$ cat src/rtl/and2_sched_pkg.sv
// Shared defaults and helpers for the round-robin AND scheduler.
package and2_sched_pkg;

  localparam int unsigned N_REQ_DEF = 4;
  localparam int unsigned W_DEF     = 8;

  function automatic int unsigned id_width(input int unsigned n);
    return (n > 1) ? $clog2(n) : 1;
  endfunction

endpackage

$ cat src/rtl/rr_arbiter.sv
// Round-robin arbiter: scans from ptr upward (mod N) and owns the rotating pointer.
module rr_arbiter #(
  parameter int unsigned N   = 4,
  parameter int unsigned IDW = 2
) (
  input  logic           clk,
  input  logic           rst,
  input  logic [N-1:0]   req,
  input  logic           en_adv,
  output logic [N-1:0]   gnt,
  output logic [IDW-1:0] gnt_idx,
  output logic           any_gnt
);

  logic [IDW-1:0] ptr_q, ptr_d;
  logic           found;
  logic [IDW-1:0] idx;
  int unsigned    j;

  always_comb begin
    found   = 1'b0;
    gnt_idx = '0;
    idx     = '0;
    j       = 0;
    for (int unsigned k = 0; k < N; k++) begin
      j = int'(ptr_q) + k;
      if (j >= N) j = j - N;
      idx = IDW'(j);
      if (!found && req[idx]) begin
        found   = 1'b1;
        gnt_idx = idx;
      end
    end
  end

  always_comb begin
    any_gnt = en_adv && found;
    gnt     = '0;
    ptr_d   = ptr_q;
    if (any_gnt) begin
      gnt[gnt_idx] = 1'b1;
      ptr_d        = (gnt_idx == IDW'(N - 1)) ? '0 : gnt_idx + 1'b1;
    end
  end

  always_ff @(posedge clk) begin
    if (rst) ptr_q <= '0;
    else     ptr_q <= ptr_d;
  end

endmodule

$ cat src/rtl/and2_rr_sched.sv
// Shares one registered 2-input AND (operand stage S1, result stage S2) among
// N_REQ requesters with round-robin grants, output backpressure and a grant enable.
module and2_rr_sched
  import and2_sched_pkg::*;
#(
  parameter  int unsigned N_REQ = N_REQ_DEF,
  parameter  int unsigned W     = W_DEF,
  localparam int unsigned ID_W  = id_width(N_REQ)
) (
  input  logic               clk,
  input  logic               rst,
  input  logic               en,
  input  logic [N_REQ-1:0]   req_valid,
  input  logic [N_REQ*W-1:0] req_a,
  input  logic [N_REQ*W-1:0] req_b,
  output logic [N_REQ-1:0]   req_ready,
  output logic               rsp_valid,
  output logic [W-1:0]       rsp_data,
  output logic [ID_W-1:0]    rsp_id,
  input  logic               rsp_ready,
  output logic               idle
);

  typedef struct packed {
    logic            v;
    logic [ID_W-1:0] id;
    logic [W-1:0]    a;
    logic [W-1:0]    b;
  } s1_t;

  typedef struct packed {
    logic            v;
    logic [ID_W-1:0] id;
    logic [W-1:0]    c;
  } s2_t;

  function automatic logic [W-1:0] and_bits(input logic [W-1:0] a, input logic [W-1:0] b);
    return a & b;
  endfunction

  s1_t              s1_q, s1_d;
  s2_t              s2_q, s2_d;
  logic             adv1, adv2, any_gnt, grant_en;
  logic [N_REQ-1:0] gnt;
  logic [ID_W-1:0]  gnt_idx;
  logic [W-1:0]     mux_a, mux_b;

  assign adv2     = !s2_q.v || rsp_ready;
  assign adv1     = !s1_q.v || adv2;
  assign grant_en = en && adv1 && !rst;

  rr_arbiter #(
    .N   (N_REQ),
    .IDW (ID_W)
  ) u_arb (
    .clk     (clk),
    .rst     (rst),
    .req     (req_valid),
    .en_adv  (grant_en),
    .gnt     (gnt),
    .gnt_idx (gnt_idx),
    .any_gnt (any_gnt)
  );

  // one-hot grant selects the operands with an AND-OR mux
  always_comb begin
    mux_a = '0;
    mux_b = '0;
    for (int unsigned i = 0; i < N_REQ; i++) begin
      mux_a = mux_a | (req_a[i*W +: W] & {W{gnt[i]}});
      mux_b = mux_b | (req_b[i*W +: W] & {W{gnt[i]}});
    end
  end

  // S0 -> S1: capture granted pair; S1 -> S2: compute and register the result
  always_comb begin
    s1_d = s1_q;
    s2_d = s2_q;
    if (adv1) begin
      s1_d.v  = any_gnt;
      s1_d.id = gnt_idx;
      s1_d.a  = mux_a;
      s1_d.b  = mux_b;
    end
    if (adv2) begin
      s2_d.v  = s1_q.v;
      s2_d.id = s1_q.id;
      s2_d.c  = and_bits(s1_q.a, s1_q.b);
    end
  end

  always_ff @(posedge clk) begin
    if (rst) begin
      s1_q.v <= 1'b0;
      s2_q   <= '0;
    end else begin
      s1_q   <= s1_d;
      s2_q   <= s2_d;
    end
  end

  assign req_ready = gnt;
  assign rsp_valid = s2_q.v;
  assign rsp_data  = s2_q.c;
  assign rsp_id    = s2_q.id;
  assign idle      = !s1_q.v && !s2_q.v && !any_gnt;

endmodule

$ cat config.mk
export PLATFORM = sky130hd
export DESIGN_NAME = and2_rr_sched
export DESIGN_NICKNAME = d
export VERILOG_FILES = /design/src/rtl/and2_sched_pkg.sv /design/src/rtl/rr_arbiter.sv /design/src/rtl/and2_rr_sched.sv
export SDC_FILE = /design/constraint.sdc
export NUM_CORES = 1
export LEC_CHECK = 0
export ABC_AREA = 1
export CAP_MARGIN = 30
export CELL_PAD_IN_SITES_DETAIL_PLACEMENT = 1
export CELL_PAD_IN_SITES_GLOBAL_PLACEMENT = 2
export CORE_ASPECT_RATIO = 1.25
export CORE_MARGIN = 10
export CORE_UTILIZATION = 20
export DETAILED_ROUTE_END_ITERATION = 8
export GPL_TIMING_DRIVEN = 0
export PLACE_DENSITY = 0.76
export SLEW_MARGIN = 20
export SYNTH_ARGS = -nofsm -noshare
export SYNTH_HDL_FRONTEND = slang
export SYNTH_SLANG_ARGS = --single-unit
$ cat constraint.sdc
create_clock -name clk -period 3.2 [get_ports clk]
set_input_delay 0.8 -clock clk [delete_from_list [all_inputs] [get_ports clk]]
set_output_delay 0.8 -clock clk [all_outputs]
set_load 0.1 [all_outputs]
==> summary.md <==
| Metric | Value |
|---|---|
| Seq/Total Area, Yosys | `37.0%` |
| Critical path data arrival time | `approximately 2.4 ns` |
| Share of cells above drive strength 1 | `24.3%` |
| Register-to-Register Path Depth | `17` |
| Peak supply drop | `0.000394 V` |
| Via/cell ratio | `around 4.5` |
| I/O Buffers | `87` |
| GRT Resource Usage Total | `between 10% and 20%` |
| WS Path Type | `input pin to output pin` |
| Clock root buffer | `clkbuf_16` |
| Max-cap violations | `0` |
| Longest Clk Path Bufs | `2` |
| CTS H-tree lvls | `2` |
| CTS Buf Count | `5` |
| Gate Count Post-Synth | `between 300 and 400` |
| Final setup fails | `0` |
| Pleak | `0.00166 uW` |
| Beginning of the critical path | `req_valid[1]` |
| RSZ-0062 raised after global routing | `true` |
| Cell row count | `42` |
| Min Hold Slack | `between 0.4 and 0.5 ns` |
| Tmin final | `approximately 3.2 ns` |
| Hold crit path type | `flip-flop to flip-flop` |
| Drt wl/cell | `around 17 um` |
| Clock transition at the registers of the reported paths | `0.05 ns` |
| Synth Register Bits | `32` |
| Synth Flop Type | `edfxtp_1` |
| EDFF count, synth | `18` |
| # clock sinks | `32` |
| Die Wd | `114 um` |
| Non-Filler Instances | `556` |
| Most common cell after layout, fill and taps aside | `clkdlybuf4s50_1` |
| Critical path fanouts, max | `4` |
| Final wirelength | `9290 um` |
| Clk Latency, worst-skew pair | `around 0.27 ns` |
| Fmax | `315 MHz` |
| Pwr dens | `709 mW/mm^2` |
| Flop2flop setup slack | `between 0.6 and 0.7 ns` |
| Met2 WL | `4630 um` |
| CP required | `2.40 ns` |
| Syn. warnings | `0` |
| ANT cells | `0` |
| Fill cell count | `1308` |
| DRC violations left | `0` |
| Slew Viols, Final | `0` |
| Crit share post-route | `slightly below 100%` |
| DP HPWL | `approximately 7400 um` |
| Worst-Margin Slew | `just under 1 ns` |
| CTS tree | `done` |
| Slew headroom | `33.8%` |
| Core ar. | `about 0.011 mm^2` |
| Gr ovfl total | `0` |
| Netlist Area Pre-Place | `0.00222 mm^2` |
| Final instance area | `0.00388 mm^2` |
| Synth Area per Inst | `around 7 um^2` |
| Drt initial violations | `52` |
| Initial antenna violation count | `1` |
| NumNets Final | `between 400 and 500` |
| Die Area | `around 0.016 mm^2` |
| Largest net degree at the start of global routing | `19` |
| Core Util, Final | `36.2%` |
| Yosys cell types | `23` |
| Max Used Layer | `met4` |
| First-pass GRT wire length | `between 10000 and 15000 um` |
| Reg2reg start | `u_arb.ptr_q[0]` |
| Terminus of the critical flop-to-flop path | `s1_q[11]` |
| Status | `completed` |
| Final hold vios | `0` |
| Setup tns final | `0 ns` |
| Crit end category | `output pin` |
| Die Y | `around 140 um` |
| Clk_skew | `0.00602 ns` |
| Vias in the first global route | `between 2000 and 3000` |
| Type of origin of the critical path | `input pin` |
| Highest-count cells in the layout ignoring fill and taps | `clkdlybuf4s50_1, nand4_1, nand2_1` |
| First drt pass iteration count | `4` |
| Via count | `~2500` |
| CP Capture Point | `req_ready[3]` |
| Number of nets with antenna violations after routing | `0` |
| WL met1 | `3910 um` |
| Placed insts | `536` |
| Starting density of the core | `between 20% and 30%` |
| GP Congestion | `0.817` |
| Num ports | `88` |
| DP Area | `approximately 0.0035 mm^2` |
| Layout area overhead | `74.9%` |
| Met3 Wirelength | `685 um` |
| Syn nets | `393` |
| Async set or reset register ratio after synthesis | `0%` |
-- critical path: stages --
cell and delay (ns):
buf_8 0.10, inv_2 0.04, nand2_2 0.05, nand3_2 0.09, nand2_2 0.07, nor2_4 0.15, nand2_2 0.10, o211ai_1 0.24
nand2_2 0.13, inv_4 0.10, ha_4 0.17, inv_4 0.04, nor2_4 0.10, buf_12 0.18
-- state kept, by name, indices dropped and copies added (netlist names) --
| signal | count |
|---|---|
| s1_q | 19 |
| rsp_data | 8 |
| rsp_id | 2 |
| u_arb.ptr_q | 2 |
| rsp_valid | 1 |
-- layout make-up --
type	count	area (um^2)	area share, %
inverters	50	208	5.35
multi-input cells	210	1330	34.2
clock inverters	1	3.75	0.0968
well taps	132	165	4.26
flip-flops and latches	32	823	21.2
repair buffers	108	1110	28.5
plain buffers	16	114	2.94
clock buffers	7	133	3.42
-- layer usage --
layer	track usage [%]	vias to the layer above
met4	2.72	0
li1	-	1277
met5	0	-
met3	3.79	4
met2	19.6	66
met1	13.5	1182
-- power breakdown --
group / leakage [uW] / total [uW] / internal [uW] / switching, uW
Clock: 0.0000655 / 435 / 285 / 151
Sequential: 0.000300 / 578 / 542 / 35.6
Combinational: 0.00130 / 1740 / 661 / 1080
Total: 0.00166 / 2750 / 1490 / 1260
-- synth_stat cells (2+ instances only) --
cell type	instances	area, um^2
a21oi_1	10	50.1
buf_2	8	40.0
buf_6	5	56.3
clkbuf_1	12	45.0
dfxtp_1	14	280
edfxtp_1	18	541
ha_1	4	50.1
inv_1	47	176
nand2_1	81	304
nand2_2	4	25.0
nand3_1	7	35.0
nand3_2	2	20.0
nand4_1	66	413
nor2_1	21	78.8
o21ai_0	10	50.1
-- cells by family (layout without fill, tap and decap cells) --
kind of cell / after synthesis / after routing / share of synthesized area (%)
and+or+nand+nor: 184 / 184 / 40.6
buffers and inverters: 75 / 182 / 15.0
DFF: 32 / 32 / 37.0
AOI/OAI and AO/OA: 22 / 22 / 5.19
adders and majority gates: 4 / 4 / 2.26
-- how the worst min path moves through the flow --
| stage | start | endpoint | slack (ns) | depth (start not counted) |
|---|---|---|---|---|
| 6_report | s1_q[2] | rsp_data[2] | 0.47 | 2 |
| 2_1_floorplan | s1_q[16] | rsp_id[0] | 0.45 | 2 |
| 5_1_grt | s1_q[10] | rsp_data[2] | 0.51 | 2 |
| 3_3_place_gp | s1_q[17] | rsp_id[1] | 0.46 | 2 |
| 3_5_place_dp | s1_q[3] | rsp_data[3] | 0.47 | 2 |
| 4_1_cts | s1_q[0] | rsp_data[0] | 0.48 | 2 |
-- stage by stage --
| step | total power (uW) | setup slack [ns] |
|---|---|---|
| after floorplan | 1750 | -0.183 |
| after global placement | 2160 | -1.75 |
| after detailed placement | 2170 | -1.78 |
| after CTS | 2690 | 0.000766 |
| after global routing | 2940 | -0.0897 |
| final | 2750 | 0.0286 |
-- timing repair --
item,CTS,global route
hold buffers,0,0
endpoints found under the setup margin,9,5
gates cloned,0,0
gates resized for setup,77,26
pin swaps,15,18
buffers inserted,17,4
(Power assumes the default switching activity.)
